**src/rtl/dsi_hs_rx_monitor.sv**
```systemverilog
// DSI HS lane monitor: parses the first packet of every HS burst and keeps wrap-around statistics.
// Optional header ECC checking is built in when DSI_HS_RX_MONITOR_ECC_CHECK_EN is defined.
module dsi_hs_rx_monitor #(
   parameter int NUM_LANES = 4,
   parameter int CNT_W     = 16
) (
   input  logic             i_mipi_tx_pclk,
   input  logic             i_rst,
   input  logic [3:0]       i_hs_oe,
   input  logic [7:0]       i_hs_d0,
   input  logic [7:0]       i_hs_d1,
   input  logic [7:0]       i_hs_d2,
   input  logic [7:0]       i_hs_d3,
   output logic             o_pkt_valid,
   output logic [1:0]       o_pkt_vc,
   output logic [5:0]       o_pkt_dt,
   output logic [15:0]      o_pkt_wc,
   output logic             o_long_done,
   output logic [CNT_W-1:0] o_burst_cnt,
   output logic [CNT_W-1:0] o_frame_cnt,
   output logic [CNT_W-1:0] o_line_cnt,
   output logic [CNT_W-1:0] o_long_cnt,
   output logic [CNT_W-1:0] o_sync_err_cnt,
   output logic [CNT_W-1:0] o_trunc_err_cnt,
   output logic [CNT_W-1:0] o_ecc_err_cnt
);

   localparam logic [7:0]       SYNC_BYTE = 8'hB8;
   localparam logic [1:0]       HDR_LAST  = 2'(4 / NUM_LANES - 1);
   localparam logic [16:0]      LANE_STEP = 17'(NUM_LANES);
   localparam logic [CNT_W-1:0] CNT_ONE   = CNT_W'(1);

   typedef enum logic [1:0] {IDLE, HDR, PAYLOAD, DRAIN} state_t;

   state_t      state;
   logic        prev_oe;
   logic        start_blk;
   logic [1:0]  hdr_cyc;
   logic [7:0]  hdr_q [4];
   logic [16:0] rem_cnt;
   logic [7:0]  lane_d [4];
   logic [7:0]  hdr_w [4];
   logic        oe0;
   logic        burst_start;
   logic        sync_ok;
   logic        hdr_fire;
   logic [5:0]  dt_w;
   logic [15:0] wc_w;

   function automatic logic is_long_dt(input logic [3:0] dt_lo);
      return (dt_lo == 4'h9) || (dt_lo == 4'hC) || (dt_lo == 4'hD) || (dt_lo == 4'hE);
   endfunction

   assign lane_d[0] = i_hs_d0;
   assign lane_d[1] = i_hs_d1;
   assign lane_d[2] = i_hs_d2;
   assign lane_d[3] = i_hs_d3;

   // start_blk stops a burst that straddles reset release from looking like a fresh rising edge
   assign oe0         = i_hs_oe[0];
   assign burst_start = oe0 & ~prev_oe & ~start_blk;

   always_comb begin
      sync_ok = 1'b1;
      for (int i = 0; i < NUM_LANES; i++) begin
         if (!i_hs_oe[i] || (lane_d[i] != SYNC_BYTE)) sync_ok = 1'b0;
      end
   end

   // Header view: bytes of the current header cycle come from the lanes, earlier ones from hdr_q
   always_comb begin
      for (int i = 0; i < 4; i++) begin
         if ((i / NUM_LANES) == int'(hdr_cyc)) hdr_w[i] = lane_d[i % NUM_LANES];
         else                                  hdr_w[i] = hdr_q[i];
      end
   end

   assign dt_w     = hdr_w[0][5:0];
   assign wc_w     = {hdr_w[2], hdr_w[1]};
   assign hdr_fire = (state == HDR) && oe0 && (hdr_cyc == HDR_LAST);

   // Header capture and payload byte countdown
   always_ff @(posedge i_mipi_tx_pclk) begin
      if (state == HDR) begin
         hdr_q   <= hdr_w;
         rem_cnt <= {1'b0, wc_w} + 17'd2;
      end else if (state == PAYLOAD) begin
         rem_cnt <= rem_cnt - LANE_STEP;
      end
   end

   always_ff @(posedge i_mipi_tx_pclk) begin
      if (i_rst) begin
         state           <= IDLE;
         prev_oe         <= 1'b0;
         start_blk       <= 1'b1;
         hdr_cyc         <= 2'd0;
         o_pkt_valid     <= 1'b0;
         o_long_done     <= 1'b0;
         o_pkt_vc        <= 2'd0;
         o_pkt_dt        <= 6'd0;
         o_pkt_wc        <= 16'd0;
         o_burst_cnt     <= '0;
         o_frame_cnt     <= '0;
         o_line_cnt      <= '0;
         o_long_cnt      <= '0;
         o_sync_err_cnt  <= '0;
         o_trunc_err_cnt <= '0;
      end else begin
         prev_oe     <= oe0;
         o_pkt_valid <= 1'b0;
         o_long_done <= 1'b0;
         if (!oe0) start_blk <= 1'b0;

         case (state)
            IDLE, DRAIN: begin
               if ((state == DRAIN) && !oe0) state <= IDLE;
               if (burst_start) begin
                  o_burst_cnt <= o_burst_cnt + CNT_ONE;
                  hdr_cyc     <= 2'd0;
                  if (sync_ok) begin
                     state <= HDR;
                  end else begin
                     o_sync_err_cnt <= o_sync_err_cnt + CNT_ONE;
                     state          <= DRAIN;
                  end
               end
            end

            HDR: begin
               if (!oe0) begin
                  o_trunc_err_cnt <= o_trunc_err_cnt + CNT_ONE;
                  state           <= IDLE;
               end else if (hdr_cyc == HDR_LAST) begin
                  o_pkt_valid <= 1'b1;
                  o_pkt_vc    <= hdr_w[0][7:6];
                  o_pkt_dt    <= dt_w;
                  o_pkt_wc    <= wc_w;
                  if (dt_w == 6'h01) o_frame_cnt <= o_frame_cnt + CNT_ONE;
                  if (dt_w == 6'h21) o_line_cnt  <= o_line_cnt + CNT_ONE;
                  state <= is_long_dt(dt_w[3:0]) ? PAYLOAD : DRAIN;
               end else begin
                  hdr_cyc <= hdr_cyc + 2'd1;
               end
            end

            PAYLOAD: begin
               if (!oe0) begin
                  o_trunc_err_cnt <= o_trunc_err_cnt + CNT_ONE;
                  state           <= IDLE;
               end else if (rem_cnt <= LANE_STEP) begin
                  o_long_done <= 1'b1;
                  o_long_cnt  <= o_long_cnt + CNT_ONE;
                  state       <= DRAIN;
               end
            end

            default: state <= IDLE;
         endcase
      end
   end

`ifdef DSI_HS_RX_MONITOR_ECC_CHECK_EN
   // 6-bit Hamming ECC over the 24 header bits, D0 = DI[0]
   function automatic logic [5:0] hdr_ecc(input logic [23:0] d);
      logic [5:0] p;
      p[0] = ^(d & 24'hF12CB7);
      p[1] = ^(d & 24'hF2555B);
      p[2] = ^(d & 24'h749A6D);
      p[3] = ^(d & 24'hB8E38E);
      p[4] = ^(d & 24'hDF03F0);
      p[5] = ^(d & 24'hEFFC00);
      return p;
   endfunction

   logic ecc_bad;
   assign ecc_bad = (hdr_ecc({hdr_w[2], hdr_w[1], hdr_w[0]}) != hdr_w[3][5:0]) ||
                    (hdr_w[3][7:6] != 2'b00);

   always_ff @(posedge i_mipi_tx_pclk) begin
      if (i_rst)                    o_ecc_err_cnt <= '0;
      else if (hdr_fire && ecc_bad) o_ecc_err_cnt <= o_ecc_err_cnt + CNT_ONE;
   end
`else
   assign o_ecc_err_cnt = '0;
`endif

endmodule

```
**config.mk**
```make
export PLATFORM = sky130hd
export DESIGN_NAME = dsi_hs_rx_monitor
export DESIGN_NICKNAME = d
export VERILOG_FILES = /design/src/rtl/dsi_hs_rx_monitor.sv
export SDC_FILE = /design/constraint.sdc
export NUM_CORES = 1
export LEC_CHECK = 0
export ABC_CLOCK_PERIOD_IN_PS = 3500
export BUFFER_PORTS_ARGS = -buffer_cell sky130_fd_sc_hd__buf_4
export CORE_ASPECT_RATIO = 0.8
export CORE_MARGIN = 2
export CORE_UTILIZATION = 55
export DETAILED_ROUTE_END_ITERATION = 12
export PLACE_DENSITY = 0.85
export SLEW_MARGIN = 20
export SYNTH_ARGS = -nofsm -noshare
export SYNTH_HDL_FRONTEND = slang
export SYNTH_SLANG_ARGS = --single-unit
export TNS_END_PERCENT = 100
```
**constraint.sdc**
```tcl
create_clock -name i_mipi_tx_pclk -period 3.5 [get_ports i_mipi_tx_pclk]
set_clock_uncertainty 0.05 [all_clocks]
set_input_delay 0.7 -clock i_mipi_tx_pclk [delete_from_list [all_inputs] [get_ports i_mipi_tx_pclk]]
set_output_delay 0.7 -clock i_mipi_tx_pclk [all_outputs]
set_load 0.01 [all_outputs]
```
==> metrics.md <==
| Metric | Value |
|---|---|
| PortBufs | `159` |
| IO Pins | `176` |
| Library cells used by synthesis | `55` |
| Sw power | `1590 uW` |
| Core area | `0.0142 mm^2` |
| Vias per inst | `5.76` |
| DRC Markers | `0` |
| Ys Warns | `0` |
| Final Hold Viols | `0` |
| CP Launch Point | `hdr_cyc[0]$_SDFFE_PP0P_` |
| Flop and latch count out of synthesis | `165` |
| CTS tree | `yes` |
| CP Buf/Inv Count | `4` |
| Insertion delay to the later sink of the worst-skew pair | `430 ps` |
| FFs w/ async S/R, synth | `0` |
| Hold Path Depth | `2` |
| CTS sink cnt | `165` |
| Initial DRC Count | `506` |
| CP delay by family, top | `adder cells` |
| Global-route wire length before repair | `32300 um` |
| Startpoint Class | `flop` |
| Hold wc startpoint | `o_pkt_wc[2]$_SDFFE_PP0P_` |
| Max clock buf depth | `2` |
| Worst-path cell chain | `inv_1, ha_1, buf_4, nand2_1, nand2_1, ha_1, inv_1, a211oi_1, buf_4, and2_1, xnor2_1, a21oi_1` |
| Cts hold-fix bufs | `0` |
| Nets | `1083` |
| Largest net degree at the start of global routing | `79` |
| Remaining Overflow, GRT | `0` |
| Actual slew at the worst max-slew pin | `863 ps` |
| Worst Reg-to-Reg Cells | `12` |
| GP Congestion | `0.852` |
| Number of antenna violations at the first check in global routing | `0` |
| Internal power | `3740 uW` |
| Final setup violation count | `0` |
| Hold endpoint | `o_pkt_wc[2]$_SDFFE_PP0P_` |
| CP peak stage delay | `530 ps` |
| Leak Pwr | `0.00379 uW` |
| PwrDens | `540 mW/mm^2` |
| Drt pass-1 iters | `5` |
| Core Rows | `39` |
| Root Buffer | `clkbuf_16` |
| H-tree depth | `4` |
| Worst hold margin | `411 ps` |
| Ys flop type | `dfxtp_1` |
| Pre-CTS WS | `721 ps` |
| Number of max-cap violations | `0` |
| CTS buffer count | `17` |
| Status | `finished, final reports clean` |
| Chip width | `138 um` |
| Initial Util | `0.559` |
| Post-CTS sizing | `0` |
| Power share of the sequential group | `0.461` |
| Post-CTS Repair Setup Buffers | `0` |
| Peak Freq | `347 MHz` |
| Fin worst setup slack | `617 ps` |
| Mean Syn Cell Area | `9.04 um^2` |
| Area of the die | `0.0154 mm^2` |
| Routed WL per cell | `16.4 um` |
| Tot Pwr | `5330 uW` |
| Number of global-route vias before repair | `6538` |
| WP data arrival | `2990 ps` |
| Share of cells above drive strength 1 | `0.220` |
| RSZ-0062 raised after global routing | `no` |
| Fin crit share | `0.824` |
| DRT Wirelength | `20200 um` |
| Type of element capturing the critical path | `flop` |
| Hpwl dp | `14000 um` |
| Mapped Area | `0.00793 mm^2` |
| GRT Util Overall | `0.256` |
| Area added between synthesis and finish | `24.4%` |
| Minimum clock period | `2880 ps` |
| Final setup TNS | `0 ps` |
| CP max FO | `14` |
| Seq/Total Area, Yosys | `0.463` |
| Vias | `7082` |
| Slew Limit Fails | `0` |
| R2R Setup Slk | `620 ps` |
| Switching portion of total power | `0.298` |
| Logic pwr share | `0.179` |
| Clock Pin Slew Worst Setup and Hold Paths | `70 ps` |
| Antenna Nets Post-Route | `0` |
| Die H | `111 um` |
| Max VDD drop | `0.458 mV` |
| WS Path Type | `flop to flop` |
| Clock Power Share | `0.361` |
| Mapped Cells | `878` |
| Crit-path slowest cell | `ha_1` |
| Antenna Cells | `0` |
| Slew headroom | `0.425` |
| Post-synth EDFFs | `37` |
| WP data required | `3610 ps` |
| Worst r2r src | `hdr_cyc[0]$_SDFFE_PP0P_` |
| FF-to-FF End | `rem_cnt[7]$_DFFE_PN_` |
| Hold crit path type | `flop to flop` |
==> sequential cells by signal (all words and copies together) (netlist names), 16 cells and up <==
| name | cells |
|---|---|
| o_burst_cnt | 16 |
| o_pkt_wc | 16 |
| o_frame_cnt | 16 |
| o_trunc_err_cnt | 16 |
| o_long_cnt | 16 |
| o_line_cnt | 16 |
| hdr_q | 20 |
| rem_cnt | 17 |
| o_sync_err_cnt | 16 |
==> cells by family (layout without fill, tap and decap cells) <==
kind of cell	after synthesis	in the layout	synth area share
simple gates	399	399	0.259
flops	165	165	0.463
compound gates	120	120	0.0896
xor+xnor	79	79	0.0872
buf+inv	73	225	0.0424
mux	28	28	0.0375
fa+ha+maj	13	13	0.0205
other cells	1	16	0.000473
==> how the worst max path moves through the flow <==
stage,cells after the start,to,slack (ps)
after global routing,12,rem_cnt[7]$_DFFE_PN_,430
after detailed placement,7,o_sync_err_cnt[6]$_SDFFE_PP0P_,720
after global placement,12,rem_cnt[7]$_DFFE_PN_,720
after floorplan,11,rem_cnt[7]$_DFFE_PN_,860
final,12,rem_cnt[7]$_DFFE_PN_,620
after CTS,12,rem_cnt[7]$_DFFE_PN_,650
==> Yosys cell counts (all sizes together), types with 14 or more instances <==
| master | n | share of area |
|---|---|---|
| clkbuf | 27 | 0.013 |
| nor2 | 91 | 0.043 |
| inv | 22 | 0.010 |
| nand4 | 37 | 0.029 |
| edfxtp | 37 | 0.14 |
| dfxtp | 128 | 0.32 |
| nor3 | 17 | 0.011 |
| buf | 24 | 0.019 |
| nand2 | 101 | 0.048 |
| o21ai | 34 | 0.021 |
| mux2i | 14 | 0.018 |
| xor2 | 38 | 0.042 |
| and3 | 17 | 0.013 |
| nand3 | 42 | 0.026 |
| or3 | 23 | 0.018 |
| a21oi | 54 | 0.034 |
| xnor2 | 41 | 0.045 |
| mux2 | 14 | 0.020 |
==> stage by stage <==
stage | area, um^2 | instances | utilization
6_report | 9870 | 1229 | 0.695
3_5_place_dp | 9270 | 1197 | 0.653
5_1_grt | 9870 | 1229 | 0.695
4_1_cts | 9870 | 1229 | 0.695
2_1_floorplan | 7990 | 893 | -
3_3_place_gp | 9270 | 1197 | 0.653
==> per-layer routing <==
metal	wire, um	track usage	vias up
met4	449	0.0980	0
li1	-	-	3422
met1	9100	0.341	3374
met3	1460	0.0680	34
met2	9140	0.401	252
met5	0	0	-
==> layout make-up <==
class	count	area [um^2]
Clock buffer	17	425
Clock inverter	15	181
Fill cell	1089	4330
Inverter	22	82.6
Multi-Input combinational cell	655	4000
Sequential cell	165	3670
Tap cell	184	230
Timing Repair Buffer	171	1280
==> power groups by stage <==
stage                     Clock, uW  Combinational, uW  Sequential (uW)
after floorplan                   0                623             2470
after global placement            0                907             2480
after detailed placement          0                931             2490
after CTS                      1950                941             2450
after global routing           2030               1050             2490
final                          1920                952             2460
==> worst reg2reg max path, cell delays in order, from the launching register on <==
cell and delay (ps):
dfxtp_1 330, inv_1 80, ha_1 530, buf_4 330, nand2_1 120, nand2_1 110, ha_1 200, inv_1 70
a211oi_1 220, buf_4 200, and2_1 170, xnor2_1 130, a21oi_1 80
==> placed cells by master, fill, tap and decap left out, types with 17 or more instances in the layout <==
| master | count |
|---|---|
| and3_1 | 17 |
| or3_1 | 23 |
| nand4_1 | 37 |
| o21ai_0 | 34 |
| nand2_1 | 101 |
| a21oi_1 | 54 |
| inv_1 | 22 |
| xnor2_1 | 41 |
| xor2_1 | 38 |
| dfxtp_1 | 128 |
| edfxtp_1 | 37 |
| nor2_1 | 91 |
| nand3_1 | 42 |
| clkbuf_16 | 17 |
| buf_4 | 171 |
(Power assumes the default switching activity.)
